$ cat src/rtl/axi_rd_arbiter.sv
// Round-robin N:1 AXI read-channel arbiter with exactly one burst outstanding downstream.
// The downstream beat count is checked against the granted arlen and mismatches are flagged.
module axi_rd_arbiter #(
   parameter int unsigned NUM_MASTERS = 4,
   parameter int unsigned ADDR_W      = 32,
   parameter int unsigned DATA_W      = 32
) (
   input  logic                            i_aclk,
   input  logic                            i_areset_n,
   input  logic [NUM_MASTERS*ADDR_W-1:0]   s_araddr,
   input  logic [NUM_MASTERS*8-1:0]        s_arlen,
   input  logic [NUM_MASTERS-1:0]          s_arvalid,
   output logic [NUM_MASTERS-1:0]          s_arready,
   output logic [DATA_W-1:0]               s_rdata,
   output logic [1:0]                      s_rresp,
   output logic                            s_rlast,
   output logic [NUM_MASTERS-1:0]          s_rvalid,
   input  logic [NUM_MASTERS-1:0]          s_rready,
   output logic [ADDR_W-1:0]               m_araddr,
   output logic [7:0]                      m_arlen,
   output logic                            m_arvalid,
   input  logic                            m_arready,
   input  logic [DATA_W-1:0]               m_rdata,
   input  logic [1:0]                      m_rresp,
   input  logic                            m_rlast,
   input  logic                            m_rvalid,
   output logic                            m_rready,
   output logic                            o_len_err,
   output logic [$clog2(NUM_MASTERS)-1:0]  o_grant
);

   localparam int unsigned GntW = $clog2(NUM_MASTERS);
   localparam logic [GntW-1:0] RstGrant = GntW'(NUM_MASTERS - 1);

   typedef enum logic [1:0] {StIdle, StAddr, StData} state_e;

   state_e                    r_state;
   state_e                    w_state_d;
   logic [GntW-1:0]           r_grant;
   logic [GntW-1:0]           r_last_grant;
   logic [ADDR_W-1:0]         r_addr;
   logic [7:0]                r_len;
   logic [8:0]                r_beats;
   logic                      r_over;
   logic                      r_len_err;

   logic                      w_any;
   logic                      w_beat;
   logic                      w_sel_rready;
   logic                      w_len_err_d;
   logic                      w_over_set;
   logic [GntW:0]             w_shamt;
   logic [GntW:0]             w_sum;
   logic [GntW-1:0]           w_off;
   logic [GntW-1:0]           w_pick;
   logic [2*NUM_MASTERS-1:0]  w_dbl;
   logic [NUM_MASTERS-1:0]    w_rot;
   logic [NUM_MASTERS-1:0]    w_pick_oh;
   logic [NUM_MASTERS-1:0]    w_gnt_oh;
   logic [ADDR_W-1:0]         w_sel_addr;
   logic [7:0]                w_sel_len;

   assign w_any = |s_arvalid;

   // Rotate requests so bit 0 is the master after the last grant; first set bit wins.
   always_comb begin
      w_shamt = {1'b0, r_last_grant} + (GntW+1)'(1);
      w_dbl   = {s_arvalid, s_arvalid} >> w_shamt;
      w_rot   = w_dbl[NUM_MASTERS-1:0];
      w_off   = '0;
      for (int i = NUM_MASTERS - 1; i >= 0; i--) begin
         if (w_rot[i]) begin
            w_off = GntW'(i);
         end
      end
      w_sum = w_shamt + {1'b0, w_off};
      if (w_sum >= (GntW+1)'(NUM_MASTERS)) begin
         w_sum = w_sum - (GntW+1)'(NUM_MASTERS);
      end
      w_pick = w_sum[GntW-1:0];
   end

   always_comb begin
      w_pick_oh  = '0;
      w_gnt_oh   = '0;
      w_sel_addr = '0;
      w_sel_len  = '0;
      for (int i = 0; i < NUM_MASTERS; i++) begin
         w_pick_oh[i] = (w_pick == GntW'(i));
         w_gnt_oh[i]  = (r_grant == GntW'(i));
         if (w_pick_oh[i]) begin
            w_sel_addr = s_araddr[i*ADDR_W +: ADDR_W];
            w_sel_len  = s_arlen[i*8 +: 8];
         end
      end
   end

   assign w_sel_rready = |(s_rready & w_gnt_oh);
   assign w_beat       = (r_state == StData) && m_rvalid && w_sel_rready;

   // An overrun is flagged once; the closing rlast beat then stays silent.
   always_comb begin
      w_len_err_d = 1'b0;
      w_over_set  = 1'b0;
      if (w_beat) begin
         if (m_rlast) begin
            w_len_err_d = !r_over && (r_beats != {1'b0, r_len});
         end else if (!r_over && (r_beats == {1'b0, r_len})) begin
            w_len_err_d = 1'b1;
            w_over_set  = 1'b1;
         end
      end
   end

   always_ff @(posedge i_aclk or negedge i_areset_n) begin
      if (!i_areset_n) begin
         r_state <= StIdle;
      end else begin
         r_state <= w_state_d;
      end
   end

   always_comb begin
      w_state_d = r_state;
      case (r_state)
         StIdle: begin
            if (w_any) begin
               w_state_d = StAddr;
            end
         end
         StAddr: begin
            if (m_arready) begin
               w_state_d = StData;
            end
         end
         StData: begin
            if (w_beat && m_rlast) begin
               w_state_d = StIdle;
            end
         end
         default: w_state_d = StIdle;
      endcase
   end

   always_comb begin
      s_arready = '0;
      s_rvalid  = '0;
      s_rdata   = '0;
      s_rresp   = '0;
      s_rlast   = 1'b0;
      m_arvalid = 1'b0;
      m_rready  = 1'b0;
      case (r_state)
         StIdle: begin
            if (i_areset_n && w_any) begin
               s_arready = w_pick_oh;
            end
         end
         StAddr: m_arvalid = 1'b1;
         StData: begin
            m_rready = w_sel_rready;
            s_rvalid = w_gnt_oh & {NUM_MASTERS{m_rvalid}};
            s_rdata  = m_rdata;
            s_rresp  = m_rresp;
            s_rlast  = m_rlast;
         end
         default: ;
      endcase
   end

   always_ff @(posedge i_aclk or negedge i_areset_n) begin
      if (!i_areset_n) begin
         r_grant      <= RstGrant;
         r_last_grant <= RstGrant;
         r_addr       <= '0;
         r_len        <= '0;
         r_beats      <= '0;
         r_over       <= 1'b0;
         r_len_err    <= 1'b0;
      end else begin
         r_len_err <= w_len_err_d;
         if ((r_state == StIdle) && w_any) begin
            r_grant <= w_pick;
            r_addr  <= w_sel_addr;
            r_len   <= w_sel_len;
         end
         if ((r_state == StAddr) && m_arready) begin
            r_beats <= '0;
            r_over  <= 1'b0;
         end else if (w_beat) begin
            r_beats <= r_beats + 9'd1;
            if (w_over_set) begin
               r_over <= 1'b1;
            end
         end
         if (w_beat && m_rlast) begin
            r_last_grant <= r_grant;
         end
      end
   end

   assign m_araddr  = r_addr;
   assign m_arlen   = r_len;
   assign o_len_err = r_len_err;
   assign o_grant   = r_grant;

endmodule
$ cat config.mk
export PLATFORM = sky130hd
export DESIGN_NAME = axi_rd_arbiter
export DESIGN_NICKNAME = d
export VERILOG_FILES = /design/src/rtl/axi_rd_arbiter.sv
export SDC_FILE = /design/constraint.sdc
export NUM_CORES = 1
export LEC_CHECK = 0
export ABC_AREA = 0
export BUFFER_PORTS_ARGS = -buffer_cell sky130_fd_sc_hd__buf_2
export CAP_MARGIN = 20
export CORE_AREA = 3 3 114 116
export DETAILED_ROUTE_END_ITERATION = 8
export DIE_AREA = 0 0 117 119
export GPL_ROUTABILITY_DRIVEN = 0
export PLACE_DENSITY = 0.82
export REMOVE_ABC_BUFFERS = 1
export SLEW_MARGIN = 0
export SYNTH_ARGS = -nofsm -noshare
export SYNTH_HDL_FRONTEND = slang
export SYNTH_SLANG_ARGS = --single-unit
$ cat constraint.sdc
create_clock -name i_aclk -period 2.5 [get_ports i_aclk]
set_input_delay 0 -clock i_aclk [delete_from_list [all_inputs] [get_ports i_aclk]]
set_output_delay 0 -clock i_aclk [all_outputs]
set_load 0.005 [all_outputs]
# == Word level (Yosys, flattened, before mapping) ==
# Index checks and enable logic that the tools add are counted.
# op_classes
n_addsub,4
n_lt_le_gt_ge,1
n_eq_ne,13
shift,1
mux,35
bitwise,2
reduce_logical,18
# op_table
cell,count
$mux W32,5
$mux W8,4
$mux W2,9
$mux W9,2
$mux W4,3
$mux W1,11
$eq A2 B2 Y1 const B,5
$add A9 B1 Y9 const B,1
$eq A9 B8 Y1,1
$ne A9 B8 Y1,1
$and A4 B4 Y4,2
$logic_and A1 B1 Y1,8
$reduce_or A4 Y1,2
$shr A8 B3 Y4,1
$eq A2 B1 Y1 const B,3
$logic_not A2 Y1,3
$pmux W2 S3,1
$ne A2 B2 Y1 const B,2
$reduce_bool A2 Y1,2
$add A2 B1 Y3 const B,1
$add A3 B2 Y3,1
$ge A3 B3 Y1 const B,1
$reduce_and A3 Y1,1
$ne A2 B1 Y1 const B,1
other kinds (3),3
# totals
register_bits,57
in_bits,207
out_inout_bits,88
elab_cells,82

# == Depth between registers and ports, before layout ==
# Gate-level depths: netlist of run 1.
# depth
ltp_word,14
ltp_mapped,13
ltp_nobuf,10

# == Worst setup path before layout of run 1 ==
# OpenSTA, ideal clock, no wires.
# synth_timing
path_type,register to register
from,register r_last_grant[1]
to,register r_addr[31] (netlist: m_araddr[31])
setup_time_ns,0.095
t_arrival_ns,2.488
path_slack_ns,-0.084
path_stages_with_launch,13
n_path_buf,3
path_cell_list,dfstp_2 -> nand2b_1 -> a22oi_1 -> o221ai_1 -> o21ai_0 -> ha_1 -> buf_2 -> or2_2 -> clkbuf_1 -> clkbuf_1 -> o22ai_1 -> mux2_2 -> o31ai_1
# synth_via
elab_chain_cells,14
word_cells_on_any_way,18
classes_between,add/sub: 3; order compare: 1; eq/ne: 3; shift: 1; mux: 9; reduce/logical: 1
# synth_lines
item,line,text
"start, declared",40,logic [GntW-1:0] r_last_grant;
"start signal, assigned",174,r_last_grant <= RstGrant;
"start signal, assigned",197,r_last_grant <= r_grant;
$add A2 B1 Y3 *,67,"w_shamt = {1'b0, r_last_grant} + (GntW+1)'(1);"
$shr A8 B3 Y4,68,"w_dbl = {s_arvalid, s_arvalid} >> w_shamt;"
$mux W2 (4 in a row),72,if (w_rot[i]) begin
$add A3 B2 Y3 *,76,"w_sum = w_shamt + {1'b0, w_off};"
$ge A3 B3 Y1 / $sub A2 B1 Y2 (equally long branches),"77, 78",
$mux W2 *,77,if (w_sum >= (GntW+1)'(NUM_MASTERS)) begin
$logic_not A2 Y1,89,w_pick_oh[i] = (w_pick == GntW'(i));
$mux W32 (3 in a row),91,if (w_pick_oh[i]) begin
$mux W32 *,91,
"end signal, assigned",184,r_addr <= w_sel_addr;
"end, declared",41,logic [ADDR_W-1:0] r_addr;
# Mark *: on every way between the ends. The rest lies on a longest branch, timed or not.
# A chain may end at the register's enable or synchronous reset.

# == Final worst setup path of run 1 ==
# layout_timing
from,register r_last_grant[1]
to,output s_arready[1]
# layout_via
elab_chain_cells,12
word_cells_on_any_way,13
classes_between,add/sub: 3; order compare: 1; eq/ne: 1; shift: 1; mux: 7
# layout_lines
item,line,text
$add A2 B1 Y3 *,67,
$shr A8 B3 Y4,68,
$mux W2 (4 in a row),72,
$add A3 B2 Y3 *,76,
$ge A3 B3 Y1 / $sub A2 B1 Y2 (equally long branches),"77, 78",
$mux W2 *,77,
$eq A2 B1 Y1 *,89,
$mux W4 *,155,if (i_areset_n && w_any) begin
$mux W4 *,153,case (r_state)
"end, declared",13,"output logic [NUM_MASTERS-1:0] s_arready,"
# Marks and branches as above.

==> metrics.txt, run 1 <==
run status=completed; Post-Syn Area=0.004448 mm²; vias in the first global route=5,821; # Max-Cap Violations=0; Layout area overhead=57.27%; min cycle time layout=about 2.4 ns; RSZ-0062 raised after global routing=false; effective utilization at floorplan=37.03%; share of layout cells above drive strength 1=39.35%; drt drc=0; Most used DFF post-synth=dfrtp_1; WP data required=around 2.5 ns; die area=0.01392 mm²; drt first-iter violations=442; CTS HTree Levels=3; Root Buffer=clkbuf_16; Int Power=4.863 mW; clk slew on worst S/H paths=about 0.06 ns; CP startpoint kind=flip-flop; switching share of power=46.89%; drt wl/cell=18.21 µm; WL final=just under 20 mm; most numerous cell in the Yosys netlist=nor2_1; core area=0.01201 mm²; placed inst area=0.006160 mm²; FF+latch count, synth=57; Initial DRT Pass Iterations=5; Cells after Synth=roughly 600; max_slew headroom=61.14%; TritonCTS clock tree=yes; Leak Pwr=3.544 nW; Synth top area share=29.82%; Clock Power Share=14.5%; final net count=1,134; largest net degree at the start of global routing=41; fin crit share=between 90% and 100%; Post-synth top cells=nor2_1, dfrtp_1, nand2_1; setup ws final=0.1198 ns; EDFF count, synth=0; Synth warnings=0; Crit Path Class=flip-flop to output pin; Comb power frac=between 60% and 70%; ys async rst share=100.0%; Port Buffers=294; I/O pins=295; total grt overflow=0; Worst Clk Skew=0.008229 ns; Max Transition Viols Final=0; pwr/cell area=1309 mW/mm²; Vias=6,005; sequential-to-total area share from yosys stat=approximately a third; P_sw=around 4.3 mW; total power=between 9 and 10 mW; Worst-Margin Slew=0.5803 ns; fillers=approximately 1,100; maximum VDD drop=0.0006500 V; worst-path fanout max=6; Longest Clk Path Bufs=2; global-route wire length before repair=29.86 mm; Tightest Hold Check Type=input port to flip-flop; endpoints failing setup=0; cts bufs inserted=9; DPL Wire Length=14.15 mm; Post-Syn Area per Cell=7.364 µm²; WP data arrival=2.38 ns; setup_tns=0 ns; Synth area leaders=dfrtp_1, nor2_1, a2bb2oi_1; f_max=0.4201 GHz; Finished Cell Area=about 0.0070 mm²; FP Rows=40; die width=117 µm; Setup crit end kind=output pin; R2R Setup Slk=~0.12 ns; library cells used by synthesis=49; vias per cell=5.565; Setup WS pre-CTS=-0.03262 ns; worst skew pair latency=0.33 ns; Die Ht=119 µm; initial antenna violation count=3; number of clock sinks=57; final hold violation count=0; Reg power frac=18.8%; post-route antenna net violation count=0; cell taking the most area after synthesis=dfrtp_1; Overall Global Routing Usage=27.32%
==> path summary, 6_finish.rpt <==
check | start | end | cells after the start
setup / recovery | r_last_grant[1] | s_arready[1] | 9
hold / removal | s_arlen[31] | m_arlen[7] | 3
setup reg to reg | r_last_grant[1] | m_arlen[6] | 11
hold reg to reg | m_araddr[31] | m_araddr[31] | 2
max in group asynchronous | i_areset_n | m_araddr[24] | 3
min in group asynchronous | i_areset_n | r_state[0] | 2
==> per-stage QoR <==
stage	utilization, %	hold WS, ns	instances
global route	58.24	0.04200	1079
floorplan	-	-0.2956	550
detailed placement	51.28	-0.002243	1016
CTS	57.55	0.007115	1073
global placement	51.28	-0.01822	1016
finish	58.24	0.01047	1079
==> power groups by stage <==
stage          registers [mW]  clock network [mW]  logic [mW]
4_1_cts                  1.72                1.34        5.81
3_5_place_dp             1.73                   0        5.66
5_1_grt                  1.77                1.39        6.70
2_1_floorplan            1.68                   0        3.32
3_3_place_gp             1.71                   0        5.55
6_report                 1.72                1.33        6.11
==> repair_timing <==
action,in CTS,in global routing
pin swaps,2,2
hold buffers,40,0
gates resized for setup,6,12
endpoints found under the setup margin,22,42
hold endpoints to repair,56,0
setup buffers,1,4
==> worst max-delay path, stage by stage (launching register included) <==
cell and delay, ns:
dfstp_2 0.57, nand2b_4 0.16, a22oi_1 0.06, o221ai_1 0.16
o21ai_1 0.13, ha_4 0.21, a21boi_4 0.15, or2_2 0.33
nor3b_1 0.15, buf_2 0.12
==> layer usage <==
metal / global-route usage, % / vias to the layer above / routed length [µm]
met5: 0 / - / 13
li1: - / 2774 / -
met1: 30.63 / 2792 / 6955
met4: 12.40 / 2 / 784
met2: 47.90 / 379 / 10060
met3: 6.707 / 58 / 1839
==> area by class of cell <==
cell class	count	area, µm²	area share [%]
clock buffer	11	232.7	3.327
sequential	57	1431	20.46
antenna	2	5.005	0.07154
timing repair buffer	364	2171	31.03
multi-input combinational	488	2870	41.03
tap	147	183.9	2.629
clock inverter	5	80.08	1.145
inverter	5	21.27	0.3041
==> cells by family after synthesis <==
kind of cell	Yosys count	share of synthesized area [%]
flip-flops	57	32.18
AO/OA/AOI/OAI	144	23.77
adder cells (fa/ha/maj)	2	0.5625
AND/OR/NAND/NOR	321	32.83
multiplexers	6	1.828
buffers and inverters	59	5.879
XOR/XNOR	15	2.954
==> registers in the layout (all words and copies together) (netlist names) <==
signal	cells
r_state	2
r_beats	9
o_grant	2
o_len_err	1
r_over	1
r_last_grant	2
m_arlen	8
m_araddr	32
==> placed cells by master (no fill, tap or decap), drive strengths merged, types with 9 or more instances in the layout <==
cell	instances
clkbuf	11
o211ai	38
nor2	162
buf	324
a2bb2oi	39
o22ai	43
dlygate4sd3	40
and2	38
nand3	40
dfrtp	53
xnor2	9
nand2	48
No activity file was read; power rests on OpenSTA's default activity.
==> run 2, diff against run 1 <==
--- a/config.mk
+++ b/config.mk
@@ -6,13 +6,13 @@
 export NUM_CORES = 1
 export LEC_CHECK = 0
 export ABC_AREA = 0
-export BUFFER_PORTS_ARGS = -buffer_cell sky130_fd_sc_hd__buf_2
 export CAP_MARGIN = 20
 export CORE_AREA = 3 3 114 116
 export DETAILED_ROUTE_END_ITERATION = 8
 export DIE_AREA = 0 0 117 119
+export DONT_BUFFER_PORTS = 1
 export GPL_ROUTABILITY_DRIVEN = 0
-export PLACE_DENSITY = 0.82
+export PLACE_DENSITY = 0.6
 export REMOVE_ABC_BUFFERS = 1
 export SLEW_MARGIN = 0
 export SYNTH_ARGS = -nofsm -noshare
==> run 2 against run 1 <==
Via count fell by 14%. Maximum frequency fell by 2.5%. Clock power shrank 15%. Largest power group unchanged.
==> metrics.txt, run 2 (same netlist as run 1, synthesis figures left out) <==
fillers=1,138 (+6.1%); I/O pins=295 (unchanged); endpoints failing setup=0 (unchanged); vias per cell=6.277 (+13%); Worst-Margin Slew=0.5803 ns (-0.000004590 ns); commonest non-fill, non-tap cell in the layout=nor2_1; FP Rows=40 (unchanged); final hold violation count=0 (unchanged); maximum VDD drop=0.0005783 V (-11%); largest net degree at the start of global routing=58 (+41%); most used cell, CP=nand2b_4; number of clock sinks=57 (unchanged); die area=0.01392 mm² (unchanged); met2 usage=46.62% (-1.3 points); share of layout cells above drive strength 1=10.80% (-29 points); CP max stage delay=0.54 ns (-0.03 ns); core area=0.01201 mm² (unchanged); Hold WS=0.003895 ns (-0.006571 ns); setup ws final=0.05949 ns (-0.06029 ns); WP data required=2.75 ns (+0.25 ns); final net count=881 (-22%); f_max=0.4098 GHz (-2.5%); drt wl/cell=24.96 µm (+37%); setup_tns=0 ns (unchanged); min cycle time layout=2.441 ns (+0.06029 ns); global-route wire length before repair=30.04 mm (+0.62%); clk slew on worst S/H paths=0.05 ns (about the same); fin crit share=97.62% (+2.4 points); die width=117 µm (unchanged); Crit Path Class=flip-flop to flip-flop; max_slew headroom=61.31% (+0.18 points); post-route antenna net violation count=0 (unchanged); worst r2r src=r_last_grant[1]; total grt overflow=0 (unchanged); Initial DRT Pass Iterations=5 (unchanged); max reg flops=32 (unchanged); worst-path fanout max=10 (+4); CP startpoint kind=flip-flop; placed inst area=0.004731 mm² (-23%); Worst Clk Skew=0.01130 ns (+0.003076 ns); Overall Global Routing Usage=28.59% (+1.3 points); commonest non-fill, non-tap cells in the layout=nor2_1, dlygate4sd3_1, dfrtp_1; TritonCTS clock tree=yes; drt drc=0 (unchanged); critical path's top delay family=compound AO/OA/AOI/OAI gates; met3 Use GR=8.740% (+2.0 points); Setup crit end kind=flip-flop; Root Buffer=clkbuf_16; WP data arrival=2.69 ns (+0.31 ns); Die Ht=119 µm (unchanged); cts bufs inserted=9 (unchanged); cell breakdown of the critical path=nand2b_4, a22oi_1, o221ai_1, o21ai_1, ha_2, nand2b_4, clkbuf_16, nor2_1, o211ai_1, nand3_1, a2bb2oi_1; run status=completed; DPL Wire Length=13.38 mm (-5.5%); initial antenna violation count=3 (unchanged); Longest Clk Path Bufs=2 (unchanged); Max Transition Viols Final=0 (unchanged); min-delay src=s_araddr[66]; worst skew pair latency=0.34 ns (about the same); vias in the first global route=5,301 (-8.9%); Leak Pwr=2.508 nW (-29%); total power=8.783 mW (-4.1%); Tightest Hold Check Type=input port to flip-flop; # Max-Cap Violations=0 (unchanged); Slowest cell on crit path=dfstp_2; WL final=20.64 mm (+5.0%); Crit. Startpoint=r_last_grant[1]; Layout area overhead=34.46%; drt first-iter violations=486 (+10%); M1 GR Usage=31.55% (+0.92 points); Setup WS pre-CTS=0.05439 ns (+0.08701 ns); CTS HTree Levels=3 (unchanged); Finished Cell Area=0.005981 mm² (-15%); GR peak layer=met2; pwr/cell area=1469 mW/mm² (+12%); effective utilization at floorplan=37.03% (unchanged); CP bufs+invs=1 (unchanged); Port Buffers=0 (-100%); Vias=5,191 (-14%)
-- run 2: path summary, 6_finish.rpt --
kind | endpoint | slack (ns) | depth (start not counted)
max | m_arlen[6] | 0.06 | 11
min | m_araddr[2] | 0.004 | 4
max reg2reg | m_arlen[6] | 0.06 | 11
min reg2reg | r_over | 0.52 | 2
max in group asynchronous | r_last_grant[1] | 1.97 | 2
min in group asynchronous | m_arlen[3] | 0.19 | 2
-- run 2: per-layer routing --
metal  wire length (µm)  share of wire, %
met5                  0                 0
met4               1202               5.8
met3               2332                11
met2              10060                49
met1               7048                34
-- run 2: layout make-up --
| cell class | count | area, µm² | share of cell area, % |
|---|---|---|---|
| Multi-Input combinational cell | 488 | 2873 | 48.03 |
| Inverter | 5 | 21.27 | 0.3556 |
| Tap cell | 147 | 183.9 | 3.075 |
| Clock inverter | 3 | 17.52 | 0.2929 |
| Sequential cell | 57 | 1431 | 23.93 |
| Timing Repair Buffer | 111 | 1197 | 20.02 |
| Antenna cell | 4 | 10.01 | 0.1674 |
| Clock buffer | 12 | 246.5 | 4.121 |
-- run 2: stage by stage --
step	utilization, %	std cells
after floorplan	-	550
after global placement	39.39	723
after detailed placement	39.39	723
after CTS	48.63	819
after global routing	49.79	827
final	49.79	827
-- run 2: worst min-delay path: stages --
cell,delay (ns)
nor2_1,0.09
o22ai_1,0.07
nand3_1,0.08
a2bb2oi_1,0.06
-- run 2: timing repair --
action	4_1_cts	5_1_grt
resized for setup	3	11
gates cloned	0	3
buffers inserted	0	1
hold buffers	81	0
hold endpoints to repair	103	0
setup endpoints to repair	1	39
pin swaps	0	4
-- run 2: power breakdown --
group	leakage (nW)	internal (mW)	switching (mW)
logic	1.68	2.38	3.44
clock network	0.128	0.688	0.444
registers	0.698	1.38	0.449
